[src/rtl/systolic_pkg.sv]
// Shared types and constants for the systolic operand feeder and its array integration.
package systolic_pkg;

    localparam int FEED_PIPE_LAT = 2;

    localparam int MAC_NUM_DEF = 10;
    localparam int BW_ACT_DEF  = 8;
    localparam int BW_WET_DEF  = 8;

    typedef enum logic [2:0] {
        ST_IDLE,
        ST_CLEAR,
        ST_FETCH,
        ST_WAIT,
        ST_DRAIN
    } feeder_state_t;

    typedef logic signed [BW_ACT_DEF-1:0] act_vec_t [MAC_NUM_DEF];
    typedef logic signed [BW_WET_DEF-1:0] wet_vec_t [MAC_NUM_DEF];

endpackage

[src/rtl/systolic_operand_feeder_tile_counter.sv]
// Tile index, last-tile flag, buffer address adders and drain down-counter for the feeder.
module feeder_tile_counter #(
    parameter int ADDR_W  = 10,
    parameter int LEN_W   = 8,
    parameter int DRAIN_W = 2
) (
    input  logic               clk,
    input  logic               reset,
    input  logic               load,
    input  logic [ADDR_W-1:0]  act_base,
    input  logic [ADDR_W-1:0]  wet_base,
    input  logic [LEN_W-1:0]   len,
    input  logic               step,
    input  logic               drain_load,
    input  logic [DRAIN_W-1:0] drain_val,
    input  logic               drain_dec,
    output logic [ADDR_W-1:0]  act_addr,
    output logic [ADDR_W-1:0]  wet_addr,
    output logic               last,
    output logic               drain_zero
);

    logic [ADDR_W-1:0]  act_base_q;
    logic [ADDR_W-1:0]  wet_base_q;
    logic [LEN_W-1:0]   len_q;
    logic [LEN_W-1:0]   idx;
    logic [DRAIN_W-1:0] drain_cnt;

    always_ff @(posedge clk) begin
        if (reset) begin
            act_base_q <= '0;
            wet_base_q <= '0;
            len_q      <= '0;
            idx        <= '0;
        end else if (load) begin
            act_base_q <= act_base;
            wet_base_q <= wet_base;
            len_q      <= len;
            idx        <= '0;
        end else if (step) begin
            idx <= idx + LEN_W'(1);
        end
    end

    always_ff @(posedge clk) begin
        if (reset) begin
            drain_cnt <= '0;
        end else if (drain_load) begin
            drain_cnt <= drain_val;
        end else if (drain_dec && (drain_cnt != '0)) begin
            drain_cnt <= drain_cnt - DRAIN_W'(1);
        end
    end

    // Address adders wrap naturally at 2^ADDR_W.
    assign act_addr   = act_base_q + ADDR_W'(idx);
    assign wet_addr   = wet_base_q + ADDR_W'(idx);
    assign last       = (idx == len_q - LEN_W'(1));
    assign drain_zero = (drain_cnt == '0);

endmodule

[src/rtl/systolic_operand_feeder.sv]
// Command sequencer streaming operand tiles from the act/weight buffers into the 1xN MAC array.
//   state | meaning
//   IDLE  | ready for a command
//   CLEAR | clear accumulators, read tile 0
//   FETCH | read tiles 1..len-1
//   WAIT  | let the read pipeline empty
//   DRAIN | count down until the array result is valid, then pulse done
module systolic_operand_feeder
    import systolic_pkg::*;
#(
    parameter int MAC_NUM      = 10,
    parameter int BW_ACT       = 8,
    parameter int BW_WET       = 8,
    parameter int ADDR_W       = 10,
    parameter int LEN_W        = 8,
    parameter int DRAIN_CYCLES = 4
) (
    input  logic                     clk,
    input  logic                     reset,
    input  logic                     cmd_valid,
    output logic                     cmd_ready,
    input  logic [ADDR_W-1:0]        cmd_act_base,
    input  logic [ADDR_W-1:0]        cmd_wet_base,
    input  logic [LEN_W-1:0]         cmd_len,
    input  logic [7:0]               cmd_shift,
    output logic                     buf_rd_en,
    output logic [ADDR_W-1:0]        buf_act_addr,
    output logic [ADDR_W-1:0]        buf_wet_addr,
    input  logic signed [BW_ACT-1:0] buf_act_data [MAC_NUM],
    input  logic signed [BW_WET-1:0] buf_wet_data [MAC_NUM],
    output logic                     PE_mac_enable,
    output logic                     PE_clear_acc,
    output logic signed [BW_ACT-1:0] PE_act_in [MAC_NUM],
    output logic signed [BW_WET-1:0] PE_wet_in [MAC_NUM],
    output logic [7:0]               PE_res_shift_num,
    output logic                     done
);

    localparam int DRAIN_W = (DRAIN_CYCLES > 1) ? $clog2(DRAIN_CYCLES) : 1;

    feeder_state_t state, state_nxt;

    logic               accept;
    logic               drain_load;
    logic [DRAIN_W-1:0] drain_val;
    logic               last;
    logic               drain_zero;
    logic [FEED_PIPE_LAT-1:0] rd_pipe;

    feeder_tile_counter #(
        .ADDR_W  (ADDR_W),
        .LEN_W   (LEN_W),
        .DRAIN_W (DRAIN_W)
    ) u_tile_counter (
        .clk        (clk),
        .reset      (reset),
        .load       (accept),
        .act_base   (cmd_act_base),
        .wet_base   (cmd_wet_base),
        .len        (cmd_len),
        .step       (buf_rd_en),
        .drain_load (drain_load),
        .drain_val  (drain_val),
        .drain_dec  (state == ST_DRAIN),
        .act_addr   (buf_act_addr),
        .wet_addr   (buf_wet_addr),
        .last       (last),
        .drain_zero (drain_zero)
    );

    always_ff @(posedge clk) begin
        if (reset) state <= ST_IDLE;
        else       state <= state_nxt;
    end

    always_comb begin
        state_nxt    = state;
        cmd_ready    = 1'b0;
        accept       = 1'b0;
        buf_rd_en    = 1'b0;
        PE_clear_acc = 1'b0;
        drain_load   = 1'b0;
        drain_val    = '0;
        done         = 1'b0;
        case (state)
            ST_IDLE: begin
                cmd_ready = 1'b1;
                if (cmd_valid) begin
                    accept = 1'b1;
                    if (cmd_len != '0) begin
                        state_nxt = ST_CLEAR;
                    end else begin
                        // One drain step keeps done two cycles after accept.
                        state_nxt  = ST_DRAIN;
                        drain_load = 1'b1;
                        drain_val  = DRAIN_W'(1);
                    end
                end
            end
            ST_CLEAR: begin
                PE_clear_acc = 1'b1;
                buf_rd_en    = 1'b1;
                state_nxt    = last ? ST_WAIT : ST_FETCH;
            end
            ST_FETCH: begin
                buf_rd_en = 1'b1;
                if (last) state_nxt = ST_WAIT;
            end
            ST_WAIT: begin
                if (!(|rd_pipe[FEED_PIPE_LAT-2:0])) begin
                    state_nxt  = ST_DRAIN;
                    drain_load = 1'b1;
                    drain_val  = DRAIN_W'(DRAIN_CYCLES - 1);
                end
            end
            ST_DRAIN: begin
                if (drain_zero) begin
                    done      = 1'b1;
                    state_nxt = ST_IDLE;
                end
            end
            default: state_nxt = ST_IDLE;
        endcase
    end

    always_ff @(posedge clk) begin
        if (reset) begin
            rd_pipe          <= '0;
            PE_res_shift_num <= '0;
        end else begin
            rd_pipe <= {rd_pipe[FEED_PIPE_LAT-2:0], buf_rd_en};
            if (accept) PE_res_shift_num <= cmd_shift;
        end
    end

    // Buffer data arrives one cycle after the read strobe.
    always_ff @(posedge clk) begin
        if (reset) begin
            for (int i = 0; i < MAC_NUM; i++) begin
                PE_act_in[i] <= '0;
                PE_wet_in[i] <= '0;
            end
        end else if (rd_pipe[0]) begin
            for (int i = 0; i < MAC_NUM; i++) begin
                PE_act_in[i] <= buf_act_data[i];
                PE_wet_in[i] <= buf_wet_data[i];
            end
        end
    end

    assign PE_mac_enable = rd_pipe[FEED_PIPE_LAT-1];

endmodule

[config.mk]
export PLATFORM = sky130hd
export DESIGN_NAME = systolic_operand_feeder
export DESIGN_NICKNAME = d
export VERILOG_FILES = /design/src/rtl/systolic_pkg.sv /design/src/rtl/systolic_operand_feeder_tile_counter.sv /design/src/rtl/systolic_operand_feeder.sv
export SDC_FILE = /design/constraint.sdc
export NUM_CORES = 1
export LEC_CHECK = 0
export ABC_AREA = 1
export CAP_MARGIN = 20
export CELL_PAD_IN_SITES_DETAIL_PLACEMENT = 0
export CELL_PAD_IN_SITES_GLOBAL_PLACEMENT = 1
export CORE_UTILIZATION = 29
export DETAILED_ROUTE_END_ITERATION = 16
export PLACE_DENSITY_LB_ADDON = 0.1
export SLEW_MARGIN = 5
export SYNTH_ARGS = -nofsm -noshare
export SYNTH_HDL_FRONTEND = slang
export SYNTH_HIERARCHICAL = 1
export SYNTH_SLANG_ARGS = --single-unit
export TNS_END_PERCENT = 50
[constraint.sdc]
create_clock -name clk -period 2.9 [get_ports clk]
set_clock_uncertainty 0.2 [all_clocks]
set_input_delay 0.725 -clock clk [delete_from_list [all_inputs] [get_ports clk]]
set_output_delay 0.725 -clock clk [all_outputs]
set_load 0.05 [all_outputs]
---- Word-level counts from Yosys, hierarchy flattened ----
Index checks and enable logic that the tools add are counted.
cells by class
  add/sub/neg operators ................... 5
  equality and inequality tests ........... 9
  muxes and demuxes ....................... 24
  reduce and logical (&&, ||, !) cells .... 9
operators with widths
  kind                                                                   count
  10-bit by 8-bit adder with 10-bit output                               2
  3-bit 2-to-1 mux                                                       5
  3-bit case mux with 5 select lines                                     1
  1-bit 2-to-1 mux                                                       13
  8-bit by 1-bit adder with 8-bit output, second input constant          1
  8-bit equality test                                                    1
  2-bit inequality test, second input constant                           4
  8-bit nonzero test                                                     1
  8-bit by 1-bit subtractor with 8-bit output, second input constant     1
  3-bit by 2-bit equality test with 1-bit output, second input constant  2
  2-bit 2-to-1 mux                                                       3
  2-bit case mux with 2 select lines                                     1
  4-bit AND reduction                                                    1
  2-bit nonzero test                                                     2
  2-bit OR reduction                                                     2
  3-bit by 1-bit equality test with 1-bit output, second input constant  1
  3-bit equality test, second input constant                             1
  3-bit logical NOT                                                      1
  2-bit logical NOT                                                      1
  1-bit case mux with 2 select lines                                     1
  2-bit by 1-bit subtractor with 2-bit output, second input constant     1
  1-bit logical AND                                                      1
word-level totals
  flip-flop bits (word level) ............. 211
  input bits .............................. 199
  output and inout bits ................... 193
  word-level logic and storage cells ...... 75

---- Depth between registers and ports, before layout ----
  depth in word-level cells ............... 5
  depth in mapped cells ................... 16
  gate-level depth less buffers ........... 16

---- Modules after synthesis ----
Netlist, hierarchy kept.
modules (own cells, without submodules)
  module                   instances  cells an instance  area each (µm²)  sequential area each (µm²)
  systolic_operand_feeder  1          785                6,122.1          3,463.3
  feeder_tile_counter      1          373                2,489.9          760.7

---- Least setup slack after synthesis ----
Ideal clock, no wire load.
  kind .................................... register to output
  start ................................... register u_tile_counter.idx[0]
  end ..................................... output buf_act_addr[4]
  arrival ................................. 2.041 ns
  required time ........................... 1.975 ns
  setup slack ............................. -0.066 ns
  cell stages (with the launch flop) ...... 6
  buffers on the path ..................... 0
  path through ............................ dfxtp_1 > ha_1 > inv_1 > fa_1 > o21ai_2 > xor2_1
on the way
  longest elaborated chain between the ends .. 1
RTL lines
  element                                   RTL line                                    RTL
  from (decl)                               systolic_operand_feeder_tile_counter.sv:26  logic [LEN_W-1:0] idx;
  from (signal assigned)                    systolic_operand_feeder_tile_counter.sv:41  idx <= idx + LEN_W'(1);
  10-bit by 8-bit adder with 10-bit output  systolic_operand_feeder_tile_counter.sv:56  assign act_addr = act_base_q + ADDR_W'(idx);
  to (decl)                                 systolic_operand_feeder.sv:27               output logic [ADDR_W-1:0] buf_act_addr,
No other way between the ends.

---- Final worst setup path ----
  start ................................... register u_tile_counter.idx[0]
  end ..................................... output buf_act_addr[6]
Same word-level chain as after synthesis.

==> results by group <==
Finish
  • Synthesis-to-finish area growth: 67.47%
  • Layout cell share with drive strength beyond 1: between 10% and 20%
  • Fin nets: ~1800
  • Fin util: approximately half

Job
  • Maxcap violations: 0

Timing
  • Crit path time final: around 3000 ps
  • RSZ-0062 raised after global routing: true
  • Slew Viols, Final: 0
  • Fmax: approximately 320 MHz
  • Final setup viols: 11
  • Final Hold Fails: 0
  • Slew @ Worst Pin: approximately 760 ps
  • Final period utilization: 106.4%
  • Final worst slack: -186.9 ps
  • Final setup TNS: -1237 ps
  • Max transition margin: between 40 and 50%

Floorplan
  • Vert. Die Dim: around 170 um
  • Die W: approximately 170 um
  • Initial Util: 29.76%
  • Core ar.: 28940 um2
  • Ports: about 400
  • Die area: 30390 um2
  • Cell Rows: between 60 and 70

GRT
  • Initial antenna violation count: 1
  • Total track usage: between 10% and 20%
  • Vias in the first global route: 8529
  • Largest net degree at the start of global routing: 162
  • GRT overflow: 0
  • First-pass GRT wire length: about 47000 um

Synth
  • Post-synth top area cell: dfxtp_1
  • Top post-synthesis cells by area: dfxtp_1 (49%), nor2_1 (18%), o21ai_0 (12%)
  • Number of different library cells in the post-synthesis netlist: 34
  • Synth Area per Inst: around 7.4 um2
  • Synth Cell Area: around 8600 um2
  • Sequential area share after synthesis: approximately half
  • Post-Syn Nets: 1378
  • Top-area cell type share of the netlist area: about half
  • Synth warn: 6
  • Syn Inst Count: 1158
  • Number of synthesized register bits: between 200 and 250

Drt
  • Met2 WL: around 14000 um
  • # DRC: 0
  • DRT iter0 DRCs: about 430
  • Met1 WL: 12290 um
  • Uppermost layer routed: met4
  • Final WL: 30160 um
  • Vias: between 8000 and 9000
  • Drt pass-1 iters: 4
  • Routed vias/inst: between 4 and 5
  • Met3 routed WL: about 2800 um
  • DRT antenna net count: 0
  • WL/cell: about 15 um

Clock network
  • Cts bufs inserted: 27
  • CTS tree: yes
  • H-tree Lvls: 1
  • Clk Latency, worst-skew pair: 520 ps
  • Clock slew seen by the registers of the worst setup and hold paths: 60 ps
  • Clock root cell: clkbuf_16
  • Hold buffer count at CTS: 0
  • Clock Path Buffers: 3
  • Sink Count: 211

Power
  • Power share of the clock group: 19.2%
  • Peak supply drop: roughly 0.00067 V
  • Net Sw Frac: 46.69%
  • Combinational power share: between 50% and 60%
  • Switch Pwr: roughly 7500 uW
  • Cell Pwr Density: around 1100 nW/um2
  • Pleak: 0.006076 uW
  • P_int: about 8600 uW
  • Sequential group share of total power: between 20% and 30%

Setup path
  • R2R Setup Slk: 750 ps
  • Critical Path Start: u_tile_counter/idx[0]
  • Max incr delay on CP: 380 ps
  • Crit end category: primary output
  • Cell depth of the worst setup path: 10
  • Startpoint types: flip-flop
  • Crit path DAT: approximately 2200 ps
  • Critical-path maximum fanout: 3
  • Critical Path RT: roughly 2000 ps
  • CP max stage cell: dfxtp_4
  • Most used cell, CP: nand2_2
  • Critical R2R Capture: state[0]
  • Buf+Inv Stages, Crit Path: 2
  • R2R cell count: 16
  • Worst reg2reg path startpoint: u_tile_counter/len_q[0]
  • Critical path type: flip-flop to primary output
  • Critical path, cell by cell: ha_4 -> inv_4 -> fa_2 -> o21ai_4 -> nand2_2 -> nor2_2 -> nor2_1 -> nand2_1 -> nand2_2 -> buf_12
  • CP top delay family: adder cells

Outcome
  • Status: finished, violations left
  • Violated checks: setup timing

Place
  • Port Buffers: a little under 400
  • Placer congestion estimate: around 0.78
  • Dpl hpwl: ~21000 um

Min path
  • Hold path cells: 2
  • Hold Path Class: flip-flop to flip-flop
  • Worst Min Path Start: u_tile_counter/wet_base_q[9]
  • Hold endpoint: u_tile_counter/wet_base_q[9]
[cell usage after synthesis]
cell      count
a21boi_0      2
a21o_1        2
a21oi_1      31
a31oi_1       2
buf_1         1
buf_2        21
buf_4         2
buf_6        10
buf_8         1
clkbuf_1     26
clkbuf_2      2
dfxtp_1     211
fa_1          2
ha_1         19
inv_1        60
inv_2         2
inv_4         1
nand2_1      85
nand2_2       1
nand3_1      21
nand3_2       1
nand4_1       5
nor2_1      408
nor2_2        3
nor2_4        1
nor3_1        5
nor4_1        1
o21ai_0     205
o21ai_1       2
o21ai_2       4
o21bai_1      2
or2_0         1
xnor2_1       6
xor2_1       12
[logic make-up (layout without fill, tap and decap cells)]
kind of cell	count (synthesis)	count (layout)	synth area share [%]
other	0	1	0
and+or+nand+nor	532	532	24.04
AOI/OAI and AO/OA	250	250	14.91
xor gates and xnor gates	18	18	1.831
DFF	211	211	49.05
adders and majority gates	21	21	3.225
buffers and inverters	126	536	6.945
[registers in the layout (all words and copies together), names as in the netlist]
register,cells
PE_act_in,80
PE_wet_in,80
u_tile_counter/act_base_q,10
u_tile_counter/wet_base_q,10
PE_res_shift_num,8
u_tile_counter/idx,8
u_tile_counter/len_q,8
state,3
rd_pipe,2
u_tile_counter/drain_cnt,2
[layout make-up]
| class | count | area (um2) |
|---|---|---|
| fill | 2819 | 14510 |
| timing repair buffer | 426 | 4458 |
| sequential | 211 | 4254 |
| multi-input combinational | 821 | 4167 |
| clock buffer | 39 | 770.7 |
| tap | 384 | 480.5 |
| inverter | 63 | 242.7 |
| clock inverter | 8 | 47.55 |
| antenna | 1 | 2.502 |
[power by group through the flow]
stage                     registers [uW]  clock network (uW)  logic, uW
after CTS                           4450                3200       8620
final                               4450                3090       8560
after global routing                4580                3320       9100
after floorplan                     7390                   0       2420
after global placement              4420                   0       8500
after detailed placement            4450                   0       8480
[cells in the final DEF, fill, tap and decap left out, types with 5 or more instances in the layout]
master,synthesis,layout
clkbuf_16,0,28
xor2_1,12,6
ha_1,19,6
o21ai_0,205,203
dfxtp_2,0,6
buf_4,2,28
inv_1,60,58
dfxtp_1,211,199
nor2_1,408,405
clkbuf_8,0,5
clkdlybuf4s50_1,0,367
buf_12,0,25
nand3_1,21,19
nand2_1,85,77
nand4_1,5,5
dfxtp_4,0,6
ha_4,0,12
a21oi_1,31,25
nor3_1,5,5
nor2_2,3,6
clkbuf_1,26,7
nand2_2,1,8
clkinv_2,0,7
[stage by stage]
step / cell area, um2 / power, uW / hold slack, ps / setup WS, ps / cells
final: 14420 / 16090 / 270.6 / -186.9 / 1953
after detailed placement: 13110 / 12930 / 265.5 / 124.9 / 1893
after floorplan: 8620 / 9811 / 247.6 / -65.51 / 1158
after CTS: 14340 / 16270 / 272.7 / -248.9 / 1949
after global routing: 14420 / 17000 / 313.1 / -317.0 / 1953
after global placement: 13110 / 12920 / 271.3 / 146.4 / 1893
[worst max path at each step]
stage                      endpoint  slack (ps)
global placement    buf_wet_addr[6]         150
floorplan           buf_wet_addr[4]         -70
global route        buf_wet_addr[9]        -320
CTS                 buf_act_addr[6]        -250
detailed placement  buf_wet_addr[6]         120
finish              buf_act_addr[6]        -190
[metal layers]
| layer | GRT usage [%] | vias up |
|---|---|---|
| met5 | 0 | - |
| li1 | - | 4479 |
| met3 | 7.240 | 46 |
| met2 | 32.49 | 250 |
| met1 | 22.82 | 3894 |
| met4 | 5.592 | 0 |
[worst min-delay path, stage by stage (launching register included)]
cell	delay (ps)
dfxtp_1	300
inv_1	60
a21oi_1	60
[timing repair]
item,CTS,global route
gates resized for setup,75,15
setup buffers,9,4
endpoints found under the setup margin,19,16
pin swaps,16,21
gates cloned,0,0
Power figures use the tool's default switching activity.
